**config.mk**
```make
export PLATFORM = sky130hd
export DESIGN_NAME = mips_fetch_unit_flat
export DESIGN_NICKNAME = d
export VERILOG_FILES = /design/src/rtl/mips_fetch_unit_pkg.sv /design/src/rtl/mips_fetch_unit_if.sv /design/src/rtl/mips_fetch_unit_queue.sv /design/src/rtl/mips_fetch_unit.sv /design/src/flat_wrapper.sv
export SDC_FILE = /design/constraint.sdc
export NUM_CORES = 1
export LEC_CHECK = 0
export ABC_CLOCK_PERIOD_IN_PS = 8900
export CORE_ASPECT_RATIO = 0.8
export CORE_MARGIN = 2
export CORE_UTILIZATION = 45
export DETAILED_ROUTE_END_ITERATION = 8
export GPL_TIMING_DRIVEN = 1
export PLACE_DENSITY_LB_ADDON = 0.12
export SLEW_MARGIN = 20
export SYNTH_ARGS = -nofsm -noshare
export SYNTH_HDL_FRONTEND = slang
export SYNTH_SLANG_ARGS = --single-unit
```
**constraint.sdc**
```tcl
create_clock -name clk -period 8.9 [get_ports clk]
set_input_delay 1.78 -clock clk [delete_from_list [all_inputs] [get_ports clk]]
set_output_delay 1.78 -clock clk [all_outputs]
set_load 0.05 [all_outputs]
```
**src/rtl/mips_fetch_unit_pkg.sv**
```systemverilog
// Shared types and constants for the instruction-fetch stage.
package mips_fetch_unit_pkg;

    localparam int unsigned MIPS_PC_WIDTH    = 32;
    localparam int unsigned MIPS_INSTR_WIDTH = 32;
    localparam int unsigned FETCH_DEPTH_DEF  = 4;
    localparam int unsigned PC_STEP          = 4;

    typedef logic [MIPS_PC_WIDTH-1:0]    pc_t;
    typedef logic [MIPS_INSTR_WIDTH-1:0] instr_t;

    // One prefetch slot: the PC it was fetched from, the returned word and
    // whether memory has answered yet.
    typedef struct packed {
        pc_t    pc;
        instr_t instr;
        logic   filled;
    } fetch_entry_t;

endpackage

```
**src/rtl/mips_fetch_unit_if.sv**
```systemverilog
// Fetch-stage bus: instruction-memory request/response, decode handshake and
// redirect. The fetch unit uses the master view, its environment the slave view.
interface mips_fetch_unit_if #(
    parameter int unsigned PC_WIDTH    = 32,
    parameter int unsigned INSTR_WIDTH = 32
);
    logic                   imem_req_valid;
    logic                   imem_req_ready;
    logic [PC_WIDTH-1:0]    imem_addr;
    logic                   imem_rsp_valid;
    logic [INSTR_WIDTH-1:0] imem_rsp_data;
    logic                   if_valid;
    logic                   if_ready;
    logic [INSTR_WIDTH-1:0] if_instr;
    logic [PC_WIDTH-1:0]    if_pc;
    logic                   redirect_valid;
    logic [PC_WIDTH-1:0]    redirect_pc;
    logic                   fetch_misalign_exc;

    modport master (
        output imem_req_valid, imem_addr, if_valid, if_instr, if_pc, fetch_misalign_exc,
        input  imem_req_ready, imem_rsp_valid, imem_rsp_data, if_ready, redirect_valid, redirect_pc
    );

    modport slave (
        input  imem_req_valid, imem_addr, if_valid, if_instr, if_pc, fetch_misalign_exc,
        output imem_req_ready, imem_rsp_valid, imem_rsp_data, if_ready, redirect_valid, redirect_pc
    );
endinterface

```
**src/rtl/mips_fetch_unit_queue.sv**
```systemverilog
// Prefetch queue: circular buffer of fetch entries. Entries are allocated at
// issue (tail), filled in order as responses return (fill pointer) and popped
// by decode (head). Pointers carry a wrap bit so full/empty are unambiguous.
module mips_fetch_queue
    import mips_fetch_unit_pkg::*;
#(
    parameter  int unsigned FIFO_DEPTH = FETCH_DEPTH_DEF,
    localparam int unsigned PTR_W      = $clog2(FIFO_DEPTH),
    localparam int unsigned CNT_W      = PTR_W + 1
) (
    input  logic             clk,
    input  logic             rst_n,
    input  logic             i_alloc,
    input  pc_t              i_alloc_pc,
    input  logic             i_fill,
    input  instr_t           i_fill_instr,
    input  logic             i_pop,
    input  logic             i_flush,
    output pc_t              o_head_pc,
    output instr_t           o_head_instr,
    output logic             o_head_valid,
    output logic [CNT_W-1:0] o_alloc_cnt,
    output logic [CNT_W-1:0] o_unfilled_cnt
);

    fetch_entry_t     r_mem [FIFO_DEPTH];
    logic [PTR_W:0]   r_head;
    logic [PTR_W:0]   r_tail;
    logic [PTR_W:0]   r_fill;

    logic [PTR_W-1:0] w_head_idx;
    logic [PTR_W-1:0] w_tail_idx;
    logic [PTR_W-1:0] w_fill_idx;

    assign w_head_idx = r_head[PTR_W-1:0];
    assign w_tail_idx = r_tail[PTR_W-1:0];
    assign w_fill_idx = r_fill[PTR_W-1:0];

    // Storage and pointer update; flush frees everything, stale filled bits
    // are harmless because a slot is cleared again when it is reallocated.
    always_ff @(posedge clk or negedge rst_n) begin
        if (!rst_n) begin
            for (int unsigned i = 0; i < FIFO_DEPTH; i++) begin
                r_mem[i] <= '0;
            end
            r_head <= '0;
            r_tail <= '0;
            r_fill <= '0;
        end else if (i_flush) begin
            r_head <= '0;
            r_tail <= '0;
            r_fill <= '0;
        end else begin
            if (i_alloc) begin
                r_mem[w_tail_idx].pc     <= i_alloc_pc;
                r_mem[w_tail_idx].instr  <= '0;
                r_mem[w_tail_idx].filled <= 1'b0;
                r_tail                   <= r_tail + (PTR_W+1)'(1);
            end
            if (i_fill) begin
                r_mem[w_fill_idx].instr  <= i_fill_instr;
                r_mem[w_fill_idx].filled <= 1'b1;
                r_fill                   <= r_fill + (PTR_W+1)'(1);
            end
            if (i_pop) begin
                r_head <= r_head + (PTR_W+1)'(1);
            end
        end
    end

    assign o_head_pc      = r_mem[w_head_idx].pc;
    assign o_head_instr   = r_mem[w_head_idx].instr;
    assign o_head_valid   = (r_head != r_tail) && r_mem[w_head_idx].filled;
    assign o_alloc_cnt    = r_tail - r_head;
    assign o_unfilled_cnt = r_tail - r_fill;

endmodule

```
**src/rtl/mips_fetch_unit.sv**
```systemverilog
// Decoupled instruction-fetch stage: PC register, request issue gating,
// discard counter for responses orphaned by a redirect, and redirect handling.
// Optional build macro MIPS_FETCH_ALIGN_CHK_EN: a misaligned redirect target
// raises fetch_misalign_exc for one cycle and freezes fetch until the next
// aligned redirect. Without it the target's low two bits are cleared.
module mips_fetch_unit
    import mips_fetch_unit_pkg::*;
#(
    parameter int unsigned         PC_WIDTH    = MIPS_PC_WIDTH,
    parameter int unsigned         INSTR_WIDTH = MIPS_INSTR_WIDTH,
    parameter int unsigned         FIFO_DEPTH  = FETCH_DEPTH_DEF,
    parameter logic [PC_WIDTH-1:0] RESET_PC    = '0
) (
    input logic               clk,
    input logic               rst_n,
    mips_fetch_unit_if.master bus
);

    localparam int unsigned CNT_W = $clog2(FIFO_DEPTH) + 1;

    logic [PC_WIDTH-1:0]    r_pc;
    logic [CNT_W-1:0]       r_discard_cnt;
    logic                   r_frozen;

    logic [CNT_W-1:0]       w_alloc_cnt;
    logic [CNT_W-1:0]       w_unfilled_cnt;
    logic [CNT_W:0]         w_occupancy;
    logic                   w_has_room;
    logic                   w_issue;
    logic                   w_accept;
    logic                   w_discarding;
    logic                   w_rsp_legal;
    logic                   w_fill;
    logic                   w_head_valid;
    logic                   w_if_valid;
    logic                   w_pop;
    logic [PC_WIDTH-1:0]    w_target;
    logic [PC_WIDTH-1:0]    w_head_pc;
    logic [INSTR_WIDTH-1:0] w_head_instr;
    logic [INSTR_WIDTH-1:0] w_rsp_data;

    // Outstanding entries plus responses still owed from before a redirect
    // both hold a slot, so together they bound the in-flight requests.
    assign w_occupancy = {1'b0, w_alloc_cnt} + {1'b0, r_discard_cnt};
    assign w_has_room  = w_occupancy < (CNT_W+1)'(FIFO_DEPTH);
    assign w_issue     = rst_n && !bus.redirect_valid && !r_frozen && w_has_room;
    assign w_accept    = w_issue && bus.imem_req_ready;

    assign w_discarding = (r_discard_cnt != '0);
    assign w_rsp_legal  = bus.imem_rsp_valid && (w_discarding || (w_unfilled_cnt != '0));
    assign w_fill       = bus.imem_rsp_valid && !w_discarding && (w_unfilled_cnt != '0)
                          && !bus.redirect_valid;
    assign w_rsp_data   = bus.imem_rsp_data;

    assign w_if_valid = w_head_valid && !bus.redirect_valid;
    assign w_pop      = w_if_valid && bus.if_ready;

    assign bus.imem_req_valid = w_issue;
    assign bus.imem_addr      = r_pc;
    assign bus.if_valid       = w_if_valid;
    assign bus.if_instr       = w_head_instr;
    assign bus.if_pc          = w_head_pc;

`ifdef MIPS_FETCH_ALIGN_CHK_EN
    logic r_misalign;
    logic w_misaligned;

    assign w_misaligned           = (bus.redirect_pc[1:0] != 2'b00);
    assign w_target               = bus.redirect_pc;
    assign bus.fetch_misalign_exc = r_misalign;

    // Misalign pulse for the cycle after the redirect; freeze until an aligned one.
    always_ff @(posedge clk or negedge rst_n) begin
        if (!rst_n) begin
            r_misalign <= 1'b0;
            r_frozen   <= 1'b0;
        end else begin
            r_misalign <= bus.redirect_valid && w_misaligned;
            if (bus.redirect_valid) begin
                r_frozen <= w_misaligned;
            end
        end
    end
`else
    assign w_target               = bus.redirect_pc & ~PC_WIDTH'(3);
    assign bus.fetch_misalign_exc = 1'b0;
    assign r_frozen               = 1'b0;
`endif

    // Program counter: redirect wins, otherwise step on an accepted request.
    always_ff @(posedge clk or negedge rst_n) begin
        if (!rst_n) begin
            r_pc <= RESET_PC;
        end else if (bus.redirect_valid) begin
            r_pc <= w_target;
        end else if (w_accept) begin
            r_pc <= r_pc + PC_WIDTH'(PC_STEP);
        end
    end

    // Discard counter: a redirect turns every unfilled entry into a response
    // to drop; a response arriving in that same cycle already belongs to the
    // old set, so it is netted off here instead of being counted and dropped later.
    always_ff @(posedge clk or negedge rst_n) begin
        if (!rst_n) begin
            r_discard_cnt <= '0;
        end else if (bus.redirect_valid) begin
            r_discard_cnt <= r_discard_cnt + w_unfilled_cnt - CNT_W'(w_rsp_legal);
        end else if (bus.imem_rsp_valid && w_discarding) begin
            r_discard_cnt <= r_discard_cnt - CNT_W'(1);
        end
    end

    a_rsp_legal: assert property (@(posedge clk) disable iff (!rst_n)
        bus.imem_rsp_valid |-> (w_discarding || (w_unfilled_cnt != '0)));

    mips_fetch_queue #(
        .FIFO_DEPTH (FIFO_DEPTH)
    ) u_queue (
        .clk            (clk),
        .rst_n          (rst_n),
        .i_alloc        (w_accept),
        .i_alloc_pc     (r_pc),
        .i_fill         (w_fill),
        .i_fill_instr   (w_rsp_data),
        .i_pop          (w_pop),
        .i_flush        (bus.redirect_valid),
        .o_head_pc      (w_head_pc),
        .o_head_instr   (w_head_instr),
        .o_head_valid   (w_head_valid),
        .o_alloc_cnt    (w_alloc_cnt),
        .o_unfilled_cnt (w_unfilled_cnt)
    );

endmodule

```
**src/flat_wrapper.sv**
```systemverilog
// flat-port wrapper written by rule: the top's interface ports become plain ports
module mips_fetch_unit_flat import mips_fetch_unit_pkg::*;
#(
    parameter int unsigned         PC_WIDTH    = MIPS_PC_WIDTH,
    parameter int unsigned         INSTR_WIDTH = MIPS_INSTR_WIDTH,
    parameter int unsigned         FIFO_DEPTH  = FETCH_DEPTH_DEF,
    parameter logic [PC_WIDTH-1:0] RESET_PC    = '0
)
  (clk, rst_n, bus_imem_req_valid, bus_imem_addr, bus_if_valid, bus_if_instr, bus_if_pc, bus_fetch_misalign_exc, bus_imem_req_ready, bus_imem_rsp_valid, bus_imem_rsp_data, bus_if_ready, bus_redirect_valid, bus_redirect_pc);
  mips_fetch_unit_if #(.PC_WIDTH(PC_WIDTH), .INSTR_WIDTH(INSTR_WIDTH)) bus_i ();
  input logic clk;
  input logic rst_n;
  output wire logic [$bits(bus_i.imem_req_valid)-1:0] bus_imem_req_valid;
  output wire logic [$bits(bus_i.imem_addr)-1:0] bus_imem_addr;
  output wire logic [$bits(bus_i.if_valid)-1:0] bus_if_valid;
  output wire logic [$bits(bus_i.if_instr)-1:0] bus_if_instr;
  output wire logic [$bits(bus_i.if_pc)-1:0] bus_if_pc;
  output wire logic [$bits(bus_i.fetch_misalign_exc)-1:0] bus_fetch_misalign_exc;
  input wire logic [$bits(bus_i.imem_req_ready)-1:0] bus_imem_req_ready;
  input wire logic [$bits(bus_i.imem_rsp_valid)-1:0] bus_imem_rsp_valid;
  input wire logic [$bits(bus_i.imem_rsp_data)-1:0] bus_imem_rsp_data;
  input wire logic [$bits(bus_i.if_ready)-1:0] bus_if_ready;
  input wire logic [$bits(bus_i.redirect_valid)-1:0] bus_redirect_valid;
  input wire logic [$bits(bus_i.redirect_pc)-1:0] bus_redirect_pc;
  assign bus_imem_req_valid = bus_i.imem_req_valid;
  assign bus_imem_addr = bus_i.imem_addr;
  assign bus_if_valid = bus_i.if_valid;
  assign bus_if_instr = bus_i.if_instr;
  assign bus_if_pc = bus_i.if_pc;
  assign bus_fetch_misalign_exc = bus_i.fetch_misalign_exc;
  assign bus_i.imem_req_ready = bus_imem_req_ready;
  assign bus_i.imem_rsp_valid = bus_imem_rsp_valid;
  assign bus_i.imem_rsp_data = bus_imem_rsp_data;
  assign bus_i.if_ready = bus_if_ready;
  assign bus_i.redirect_valid = bus_redirect_valid;
  assign bus_i.redirect_pc = bus_redirect_pc;
  mips_fetch_unit #(.PC_WIDTH(PC_WIDTH), .INSTR_WIDTH(INSTR_WIDTH), .FIFO_DEPTH(FIFO_DEPTH), .RESET_PC(RESET_PC)) u_core (.clk(clk), .rst_n(rst_n), .bus(bus_i));
endmodule
```
# --- After elaboration in Yosys (flattened, before gate mapping) ---
# Index checks and enable logic that the tools add are counted.
totals:
  input_bits: 70
  elab_cells: 90
  regBits: 304
  out_inout_bits: 99
op_classes:
  n_eq_ne: 1
  n_lt_le_gt_ge: 6
  n_reduce_logical: 22
  n_mux: 31
  n_addsub: 10
  n_bitwise: 3
op_table:
  columns: ["cell", "count"]
  rows:
  - ["$bwmux W260", 5]
  - ["$mux W260", 3]
  - ["$demux W65 S2", 5]
  - ["$mux W65", 3]
  - ["$bmux W65 S2", 1]
  - ["$mux W33", 2]
  - ["$mux W32", 2]
  - ["$add A32 B3 Y32 const B", 1]
  - ["$mux W3", 8]
  - ["$logic_and A1 B1 Y1", 13]
  - ["$add A3 B1 Y3 const B", 3]
  - ["$ge A3 B3 Y1 const B", 3]
  - ["$not A2 Y3", 3]
  - ["$reduce_bool A2 Y1", 4]
  - ["$lt A3 B1 Y1 const B", 2]
  - ["$reduce_bool A3 Y1", 2]
  - ["$sub A3 B3 Y3", 2]
  - ["$add A3 B3 Y4", 1]
  - ["$lt A4 B3 Y1 const B", 1]
  - ["$add A3 B3 Y3", 1]
  - ["$ne A3 B3 Y1", 1]
  - ["$sub A3 B1 Y3", 1]
  - ["$sub A3 B1 Y3 const B", 1]
  - ["$logic_not A1 Y1", 2]
  - ["other kinds (2)", 3]

# --- Logic depth before layout (Yosys ltp) ---
# Gate-level depths: netlist (run 1).
logic_depth:
  word_depth: 13
  ltp_mapped: 14
  ltp_nobuf: 14

# --- Cells and area by module ---
# A second synthesis (run 1) with hierarchy kept.
unflattened:
  hier_cells: 1263
  area_unflattened_um2: 15140.8
by_module_without_submodules:
  columns: ["module", "seq_area_each_um2", "instances", "area_each_um2", "cells_per_inst"]
  rows:
  - ["mips_fetch_queue", 6731.5, 1, 12824.8, 990]
  - ["mips_fetch_unit", 825.8, 1, 2316.0, 273]

# --- Least setup slack after synthesis (run 1) ---
# No wires, ideal clock.
synth_path:
  kind: "reg2out"
  start: "reg u_core.u_queue.r_head[1]"
  end: "out bus_imem_req_valid"
  stages_incl_launch_ff: 9
  arrival_time_ps: 3096
  path_slack_ps: 4024
  required_time_ps: 7120
  path_buffers: 2
  path_cell_list: "dfrtp_1 clkbuf_1 clkbuf_1 inv_1 fa_1 xnor2_1 ha_1 nor4b_1 and3_1"
synth_via:
  elab_chain_cells: 4
synth_rtl:
  columns: ["item", "line", "rtl"]
  rows:
  - ["from (decl)", "mips_fetch_unit_queue.sv:27", "logic [PTR_W:0] r_head;"]
  - ["from (signal assigned)", "mips_fetch_unit_queue.sv:66", "r_head <= r_head + (PTR_W+1)'(1);"]
  - ["$sub A3 B3 Y3", "mips_fetch_unit_queue.sv:74", "assign o_alloc_cnt = r_tail - r_head;"]
  - ["$add A3 B3 Y4", "mips_fetch_unit.sv:44", "assign w_occupancy = {1'b0, w_alloc_cnt} + {1'b0, r_discard_cnt};"]
  - ["$lt A4 B3 Y1", "mips_fetch_unit.sv:45", "assign w_has_room = w_occupancy < (CNT_W+1)'(FIFO_DEPTH);"]
  - ["$logic_and A1 B1 Y1", "mips_fetch_unit.sv:46", "assign w_issue = rst_n && !bus.redirect_valid && !r_frozen && w_has_room;"]
  - ["to (decl)", "flat_wrapper.sv:13", "output wire logic [$bits(bus_i.imem_req_valid)-1:0] bus_imem_req_valid;"]
# Every way passes these cells.

# --- Worst setup path after layout (run 1) ---
layout_path:
  start: "reg u_core.u_queue.r_head[0]"
  end: "out bus_imem_req_valid"
# The elaborated chain is that of the path after synthesis.

==> results of run 1 <==
[cell type report]
cell class                      count  area [µm²]
Sequential cell                   294        7360
Fill cell                        2640       13500
Inverter                           20        75.1
Clock inverter                     13         153
Timing Repair Buffer              178        1740
Antenna cell                        1        2.50
Tap cell                          413         517
Multi-Input combinational cell    805        5970
Clock buffer                       45         928
[worst register-to-register path, cell delays in order, from the launching register on]
cell	delay [ps]
dfrtp_4	860
ha_1	260
inv_1	50
fa_1	420
xnor2_1	140
ha_1	300
nor4b_1	470
nand4_1	820
nor4_1	630
xor2_1	110
mux2_2	280
[sequential cells by signal, indices dropped and copies added (netlist names)]
name                   cells
u_core.bus.imem_addr      30
u_core.u_queue.r_tail      3
u_core.u_queue.r_mem     252
u_core.u_queue.r_fill      3
u_core.u_queue.r_head      3
u_core.r_discard_cnt       3
[cell usage in the layout (no fill, tap or decap), types with 4 or more instances in the layout]
cell type and n:
a21o_1 7, a21oi_1 5, a221o_1 6, a22o_1 10, a22o_2 9, and3_1 6, buf_4 17, clkbuf_1 4
clkbuf_16 31, clkbuf_8 10, clkdlybuf4s50_1 159, clkinv_2 6, conb_1 5, dfrtp_1 292, ha_1 20, inv_1 20
mux2_2 95, mux2i_1 4, mux4_2 63, nand2_1 291, nand2_2 4, nand3_1 22, nand4_1 11, nor2_1 15
nor3_1 5, nor4_1 5, nor4_2 5, o211ai_1 9, o21ai_0 155, o311ai_0 6, xnor2_1 7, xor2_1 9
[how the worst max path moves through the flow]
stage,endpoint
after CTS,bus_imem_req_valid
after global placement,bus_imem_req_valid
after global routing,bus_imem_req_valid
after detailed placement,bus_if_valid
final,bus_imem_req_valid
after floorplan,bus_imem_req_valid
[cells by family after synthesis]
family / after synthesis / synth area share
and+or+nand+nor: 381 / 0.118
DFF: 294 / 0.534
AOI/OAI and AO/OA: 217 / 0.0935
muxes: 162 / 0.183
buffers and inverters: 116 / 0.0367
adders and majority gates: 23 / 0.0225
xor gates and xnor gates: 17 / 0.0119
other: 1 / 0.000272
[cell usage after synthesis, drive strengths merged (9+ instances only)]
library cell  count
nand2           295
dfrtp           294
o21ai           155
mux2             95
mux4             63
buf              48
clkbuf           48
nand3            22
ha               20
inv              20
a22o             19
nor2             15
nand4            11
nor4             11
o211ai            9
xor2              9
[per-layer routing]
metal  share of wire  GRT usage
met3           0.048     0.0430
met4           0.018     0.0505
met2            0.45      0.352
met1            0.48      0.339
met5         0.00068          0
[metrics by stage]
step | hold slack [ps] | instance area [µm²] | setup WS [ps] | total power [mW] | util
6_report | 472 | 16700 | 2930 | 4.29 | 0.554
5_1_grt | 498 | 16700 | 2670 | 4.49 | 0.554
4_1_cts | 480 | 16700 | 2900 | 4.34 | 0.554
3_5_place_dp | 465 | 15700 | 3220 | 2.96 | 0.518
3_3_place_gp | 455 | 15700 | 3220 | 2.95 | 0.518
2_1_floorplan | 444 | 13800 | 4020 | 2.53 | -
[power by group through the flow]
stage	clock network, mW	logic, mW	registers (mW)
floorplan	0	0.846	1.68
global placement	0	1.27	1.68
detailed placement	0	1.28	1.68
CTS	1.39	1.29	1.66
global route	1.45	1.35	1.69
finish	1.36	1.27	1.66
==> metrics.yaml, run 1 <==
synthToLayoutAreaGrowth_pct: 21.5
status: "complete, no violations"
cts.repair.resized: 0
synth_top_area_share: 0.534
setup-violations-final: 0
dp_hpwl_um: 21000
fp.dieW_um: 200
io_pins: 169
cts_hold_buf: 0
path_clk_slew_ps: 60
rsz0062_at_grt: "false"
hold_class: "register to register"
antenna_found_initial: 3
crit_path_start_kind: "register"
vdd_drop_max_mv: 0.256
clkSinkCount: 294
synth_edf_count: 0
clock_latency_ps: 570
cts_tree: "done"
max_stage_delay_ps: 860
wl_per_cell_um: 20.0
drv_cap: 0
hold_depth: 1
cp-end-kind: "output pin"
coreArea_um2: 30200
fin_cells: 1769
nNetsFinal: 1423
fp.dieH_um: 161
crit_buf_inv: 2
cp_max_fo: 36
maxClockFrequency_ghz: 0.168
gp_congestion: 0.782
min_period_ps: 5970
rr_worst_depth: 10
grt_start_max_net_pins: 70
powerDensity_nw_per_um2: 256
overflow: 0
postCtsSetupRepairBufs: 0
yosysSeqAreaShare: 0.534
finalWirelength_um: 35400
critical_path_cell_count: 8
r2r_slack_ps: 4440
yosysWarnings: 0
leakage_nw: 7.27
r2r-start: "u_core.u_queue.r_head[0]$_DFFE_PN0P_"
netlist_instances: 1211
cpLargestDelayFamily: "adder cells"
ant_nets: 0
worstPathArrival_ps: 4190
firstDrtPassIters: 4
initial_core_util: 0.456
synthTopCellsByArea: "dfrtp_1, mux4_2, nand2_1"
drt_iter0_markers: 535
vias: 9680
criticalPathCategory: "register to output pin"
slew_headroom: 0.359
combPwrFrac: 0.296
die_area_um2: 32100
synthFlopType: "dfrtp_1"
grt_usage: 0.229
slowest_stage: "dfrtp_4"
clockRootBuffer: "clkbuf_16"
slew_viol_final: 0
num_rows: 57
drive_above_1_share: 0.190
drc: 0
grt_pass1_vias: 10200
yosys.area.top_type: "dfrtp_1"
seq_power_share: 0.387
cts-htree-levels: 1
hold_viol: 0
crit_start: "u_core.u_queue.r_head[0]$_DFFE_PN0P_"
grt_pass1_wl_um: 57100
finalSetupTns_ps: 0
synth-seq-cells: 294
hold_path_end: "u_core.u_queue.r_mem[130]$_DFFE_PN0N_"
port_buffers: 161
vias_per_cell: 5.47
syn-cell-area_um2: 13800
cp_common_cell: "ha_1"
switching_share: 0.337
crit_required_ps: 7120
path_cells: "ha_1 -> inv_1 -> fa_1 -> xnor2_1 -> ha_1 -> nor4b_1 -> and3_1 -> clkdlybuf4s50_1"
cts_buffer_depth: 3
async_reset_ff_frac: 1.00
syn_avg_cell_area_um2: 11.4
dp.cells: 1710
power_switching_mw: 1.45
min_period_over_period: 0.671
hp-start: "u_core.u_queue.r_mem[130]$_DFFE_PN0N_"
finClkSkew_ps: 21.8
p_clk_frac: 0.317
cts_buffers: 31
reg2reg_to: "u_core.bus.imem_addr[11]$_DFFE_PN0P_"
max_slew.worst_pin.slew_ps: 961
ys_types: 53
p_int_mw: 2.84
Power figures use the tool's default switching activity.
==> run 2: changes to the inputs <==
--- a/config.mk
+++ b/config.mk
@@ -5,7 +5,7 @@
 export SDC_FILE = /design/constraint.sdc
 export NUM_CORES = 1
 export LEC_CHECK = 0
-export ABC_CLOCK_PERIOD_IN_PS = 8900
+export ABC_CLOCK_PERIOD_IN_PS = 5220
 export CORE_ASPECT_RATIO = 0.8
 export CORE_MARGIN = 2
 export CORE_UTILIZATION = 45
==> constraint.sdc (replaced) <==
create_clock -name clk -period 5.22 [get_ports clk]
set_input_delay 1.044 -clock clk [delete_from_list [all_inputs] [get_ports clk]]
set_output_delay 1.044 -clock clk [all_outputs]
set_load 0.05 [all_outputs]
==> run 2 against run 1 <==
  * Die area did not move
  * Sequential share of layout area barely moved
  * Clock power rose by 65%
  * Via count rose by 0.89%
  * Global-route usage fell by 0.29 points
  * First-iteration DRC count rose by 7.5%
  * Worst setup slack got worse by 2500 ps
  * Clock skew fell by 3.0 ps
  * Non-clock buffer count rose by 5
  * Largest cell class unchanged
==> metrics.yaml, run 2 (synthesis gave the netlist of run 1 again) <==
slew_viol_final: 0  # unchanged
io_pins: 169  # unchanged
layout_commonest_cell: "dfrtp_1"  # unchanged
initial_core_util: 0.456  # unchanged
slew_headroom: 0.340  # was 0.359
cp-end-kind: "output pin"  # unchanged
vias: 9766  # was 9680
grt_start_max_net_pins: 78  # was 70
nNetsFinal: 1428  # was 1423
drc: 0  # unchanged
coreArea_um2: 30200  # unchanged
gp_congestion: 0.791  # was 0.782
postCtsSetupRepairBufs: 0  # unchanged
grt_pass1_wl_um: 56300  # was 57100 µm
path_cells: "buf_4 -> mux4_2 -> o211a_1 -> clkdlybuf4s50_1"  # was ha_1 -> inv_1 -> fa_1 -> xnor2_1 -> ha_1 -> nor4b_1 -> and3_1 -> clkdlybuf4s50_1
leakage_nw: 7.27  # about the same
setup-violations-final: 0  # unchanged
fp.dieH_um: 161  # unchanged
cpLargestDelayFamily: "buffers and inverters"  # was adder cells
crit_buf_inv: 2  # unchanged
grt_usage: 0.226  # was 0.229
criticalPathCategory: "register to output pin"  # unchanged
port_buffers: 161  # unchanged
num_rows: 57  # unchanged
maxClockFrequency_ghz: 0.211
synthToLayoutAreaGrowth_pct: 21.4  # was 21.5%
clock_latency_ps: 570  # about the same
cts_hold_buf: 0  # unchanged
path_clk_slew_ps: 60  # about the same
fp.dieW_um: 200  # unchanged
met2_length_um: 15900  # about the same
max_stage_delay_ps: 820  # was 860 ps
min_period_over_period: 0.909
die_area_um2: 32100  # unchanged
grt_pass1_vias: 9996  # was 10200
finalSetupTns_ps: 0  # unchanged
slowest_stage: "buf_4"  # was dfrtp_4
dr.max_layer_used: "met5"  # unchanged
drv_cap: 0  # unchanged
cts_buffers: 31  # unchanged
wl_met3_um: 1770  # was 1690 µm
clkSinkCount: 294  # unchanged
firstDrtPassIters: 4  # unchanged
cp_max_fo: 48  # was 36
crit_path_start_kind: "register"  # unchanged
cts_buffer_depth: 3  # unchanged
crit_required_ps: 4180  # was 7120 ps
dp_hpwl_um: 21300  # was 21000 µm
final_area_um2: 16700  # about the same
cts.repair.resized: 0  # unchanged
cts-htree-levels: 1  # unchanged
clockRootBuffer: "clkbuf_16"  # unchanged
largest_register_ffs: 252  # unchanged
antenna_found_initial: 1  # was 3
multi_input_area_um2: 5970  # unchanged
drt_iter0_markers: 575  # was 535
max_slew.worst_pin.slew_ps: 990  # was 961 ps
powerDensity_nw_per_um2: 433  # was 256 nW/µm²
overflow: 0  # unchanged
wl_per_cell_um: 19.8  # was 20.0 µm
worstPathArrival_ps: 3700  # was 4190 ps
vias_per_cell: 5.52  # was 5.47
rsz0062_at_grt: "false"  # unchanged
finClkSkew_ps: 18.8  # was 21.8 ps
vdd_drop_max_mv: 0.273  # was 0.256 mV
finalWirelength_um: 35100  # was 35400 µm
seq_area_um2: 7360  # unchanged
hold_class: "primary input to asynchronous set/reset pin"  # was register to register
ant_nets: 0  # unchanged
status: "complete, no violations"  # unchanged
hold_viol: 0  # unchanged
cts_tree: "done"  # unchanged
min_period_ps: 4740
max_flop_register: "u_core.u_queue.r_mem"  # unchanged
layout.cells.most_common_list: "dfrtp_1, nand2_1, clkdlybuf4s50_1, o21ai_0, mux2_2"  # unchanged
fillerInstances: 2658  # was 2640
m1WireLength_um: 16800  # was 17100 µm
drive_above_1_share: 0.190  # about the same
place_area_um2: 15700  # about the same
final_core_util: 0.553  # was 0.554
## run 2: changes by cell type in the layout (fill, tap and decap cells not counted)
cell	previous run	this run
clkdlybuf4s50_1	159	158
inv_6	1	0
clkbuf_1	4	5
clkinv_4	1	0
clkinvlp_4	2	1
clkbuf_8	10	8
buf_4	17	23
## run 2: report_power, final
part | total (mW) | internal, mW | leakage, nW | switching, mW
sequential | 2.83 | 2.61 | 3.98 | 0.225
clock | 2.25 | 1.34 | 0.511 | 0.906
combinational | 2.17 | 0.866 | 2.78 | 1.30
total | 7.25 | 4.81 | 7.27 | 2.43
## run 2: worst paths after layout
check	startpoint	endpoint	slack (ps)	cells past startpoint
max	u_core.u_queue.r_head[0]$_DFFE_PN0P_	bus_if_valid	480	4
min	rst_n	u_core.u_queue.r_mem[154]$_DFFE_PN0N_	390	1
max reg2reg	u_core.u_queue.r_head[0]$_DFFE_PN0P_	u_core.u_queue.r_mem[6]$_DFFE_PN0N_	1130	11
min reg2reg	u_core.u_queue.r_mem[247]$_DFFE_PN0P_	u_core.u_queue.r_mem[247]$_DFFE_PN0P_	470	2
max in group asynchronous	rst_n	u_core.u_queue.r_head[0]$_DFFE_PN0P_	2980	3
min in group clk	u_core.u_queue.r_mem[247]$_DFFE_PN0P_	u_core.u_queue.r_mem[247]$_DFFE_PN0P_	470	2
## run 2: layout make-up
cell class,count,share of cell area
clock inverters,10,0.00763
clock buffers,44,0.0541
well taps,413,0.0309
inverters,20,0.00449
repair buffers,183,0.106
flip-flops and latches,294,0.440
diodes,1,0.000150
multi-input cells,805,0.357
## run 2: per-stage QoR
stage	std cells	setup slack (ps)	hold WS (ps)	power, mW
final	1770	477	388	7.25
after CTS	1769	390	391	7.32
after detailed placement	1715	998	466	5.05
after global routing	1769	316	397	7.58
after floorplan	1215	1080	444	4.31
after global placement	1715	1010	456	5.02
## run 2: per-layer routing
layer | vias up | global-route usage
met1 | 4977 | 0.333
met5 | - | 0
met2 | 223 | 0.350
met4 | 2 | 0.0455
li1 | 4520 | -
met3 | 44 | 0.0449
==> run 3: changes to the inputs <==
--- a/config.mk
+++ b/config.mk
@@ -8,7 +8,7 @@
 export ABC_CLOCK_PERIOD_IN_PS = 5220
 export CORE_ASPECT_RATIO = 0.8
 export CORE_MARGIN = 2
-export CORE_UTILIZATION = 45
+export CORE_UTILIZATION = 51
 export DETAILED_ROUTE_END_ITERATION = 8
 export GPL_TIMING_DRIVEN = 1
 export PLACE_DENSITY_LB_ADDON = 0.12
==> run 3 against run 2 <==
  * Global-route usage is 2.0 points higher
  * Combinational power about the same
  * Critical path depth unchanged
  * Fmax increased by 2.4%
  * First-iteration DRC count rose by 6.1%
  * Sequential share of layout area barely moved
  * Non-clock buffer count decreased by 6
  * Power increased by 1.4%
  * Cell count is 3.4% lower
  * Critical path type unchanged
  * Largest power group unchanged
  * Die area shrank 12%
  * Register-to-register slack hardly changed
  * Via count grew 0.51%
==> metrics.yaml, run 3 (synthesis gave the netlist of run 1 again) <==
status: "complete, no violations"  # unchanged
layout.cells.most_common_list: "dfrtp_1, nand2_1, clkdlybuf4s50_1, o21ai_0, mux2_2"  # unchanged
gp_congestion: 0.774  # was 0.791
powerDensity_nw_per_um2: 439  # was 433 nW/µm²
slew_headroom: 0.310  # was 0.340
max_slew.worst_pin.slew_ps: 1040  # was 990 ps
clockRootBuffer: "clkbuf_16"  # unchanged
path_cells: "buf_4 -> mux4_2 -> o211a_1 -> clkdlybuf4s50_1"  # unchanged
die_area_um2: 28400  # was 32100 µm²
initial_core_util: 0.522  # was 0.456
r2r-start: "u_core.u_queue.r_head[1]$_DFFE_PN0P_"  # was u_core.u_queue.r_head[0]$_DFFE_PN0P_
place_area_um2: 15600  # was 15700 µm²
finClkSkew_ps: 13.5  # was 18.8 ps
finalSetupTns_ps: 0  # unchanged
cp-end-kind: "output pin"  # unchanged
min_period_over_period: 0.887  # was 0.909
num_rows: 53  # was 57
dp_slack_ps: 1100  # was 998 ps
cts_tree: "done"  # unchanged
slew_viol_final: 0  # unchanged
cpLargestDelayFamily: "buffers and inverters"  # unchanged
overflow: 0  # unchanged
max_stage_delay_ps: 860  # was 820 ps
crit_path_start_kind: "register"  # unchanged
min_period_ps: 4630  # was 4740 ps
maxClockFrequency_ghz: 0.216  # was 0.211 GHz
antenna_found_initial: 3  # was 1
vdd_drop_max_mv: 0.318  # was 0.273 mV
ant_nets: 0  # unchanged
cts_hold_buf: 0  # unchanged
io_pins: 169  # unchanged
max_flop_register: "u_core.u_queue.r_mem"  # unchanged
clock_latency_ps: 560  # was 570 ps
cts.repair.resized: 0  # unchanged
crit_start: "u_core.u_queue.r_head[0]$_DFFE_PN0P_"  # unchanged
leakage_nw: 7.30  # was 7.27 nW
final_area_um2: 16700  # about the same
final_core_util: 0.633  # was 0.553
fp.dieH_um: 151  # was 161 µm
crit_required_ps: 4180  # about the same
clkSinkCount: 294  # unchanged
hold_viol: 0  # unchanged
postCtsSetupRepairBufs: 0  # unchanged
worstPathArrival_ps: 3590  # was 3700 ps
cp_max_fo: 52  # was 48
grt_pass1_vias: 9807  # was 9996
setup-violations-final: 0  # unchanged
grt_pass1_wl_um: 54500  # was 56300 µm
coreArea_um2: 26400  # was 30200 µm²
vias: 9816  # was 9766
vias_per_cell: 5.74  # was 5.52
layout_commonest_cell: "dfrtp_1"  # unchanged
finalWirelength_um: 34000  # was 35100 µm
cts_buffers: 31  # unchanged
firstDrtPassIters: 5  # was 4
drt_iter0_markers: 610  # was 575
path_clk_slew_ps: 60  # about the same
cts-htree-levels: 1  # unchanged
drc: 0  # unchanged
grt_start_max_net_pins: 170  # was 78
cts_buffer_depth: 3  # unchanged
fp.dieW_um: 188  # was 200 µm
drive_above_1_share: 0.187  # was 0.190
setup_ws_ps: 590  # was 477 ps
dp_hpwl_um: 20400  # was 21300 µm
drv_cap: 0  # unchanged
grt_usage: 0.246  # was 0.226
rsz0062_at_grt: "false"  # unchanged
largest_register_ffs: 252  # unchanged
slowest_stage: "buf_4"  # unchanged
hold_class: "register to register"  # was primary input to asynchronous set/reset pin
criticalPathCategory: "register to output pin"  # unchanged
wl_per_cell_um: 19.9  # was 19.8 µm
hp-start: "u_core.u_queue.r_mem[0]$_DFFE_PN0N_"
synthToLayoutAreaGrowth_pct: 21.3  # was 21.4%
nNetsFinal: 1422  # was 1428
port_buffers: 161  # unchanged
crit_buf_inv: 2  # unchanged
[run 3: cell types whose count changed in the layout (fill, tap and decap cells not counted), moves of 2 or more]
cell and change:
buf_12 +3, buf_4 -9, bufinv_16 +2, clkinv_2 -3
[run 3: power breakdown]
group | internal (mW) | leakage (nW) | switching (mW)
Combinational | 0.867 | 2.79 | 1.30
Clock | 1.43 | 0.532 | 0.912
Sequential | 2.61 | 3.98 | 0.226
[run 3: area by class of cell]
class                           count  area, µm²
Inverter                           20       75.1
Fill cell                        2154       9670
Clock inverter                     12        200
Sequential cell                   294       7360
Multi-Input combinational cell    805       5970
Antenna cell                        1       2.50
Clock buffer                       43        891
Tap cell                          357        447
Timing Repair Buffer              177       1770
[run 3: path summary, 6_finish.rpt]
kind | to | slack (ps) | depth (start not counted)
min | u_core.u_queue.r_mem[0]$_DFFE_PN0N_ | 470 | 1
max reg2reg | u_core.u_queue.r_mem[9]$_DFFE_PN0N_ | 1130 | 10
min in group asynchronous | u_core.u_queue.r_mem[52]$_DFFE_PN0P_ | 720 | 2
max | bus_if_valid | 590 | 4
min reg2reg | u_core.u_queue.r_mem[0]$_DFFE_PN0N_ | 470 | 1
max in group asynchronous | u_core.u_queue.r_head[0]$_DFFE_PN0P_ | 3010 | 3
[run 3: stage by stage]
stage	std cells	total power [mW]	hold WS, ps
finish	1709	7.35	474
global route	1708	7.67	489
CTS	1708	7.40	477
detailed placement	1653	5.05	466
global placement	1653	5.01	454
floorplan	1215	4.31	444
[run 3: metal layers]
| layer | part of all wire | track usage | vias up |
|---|---|---|---|
| met5 | 0.00038 | 0 | - |
| met4 | 0.017 | 0.0551 | 2 |
| met3 | 0.064 | 0.0531 | 39 |
| met2 | 0.46 | 0.390 | 281 |
| met1 | 0.46 | 0.351 | 4989 |
| li1 | - | - | 4505 |
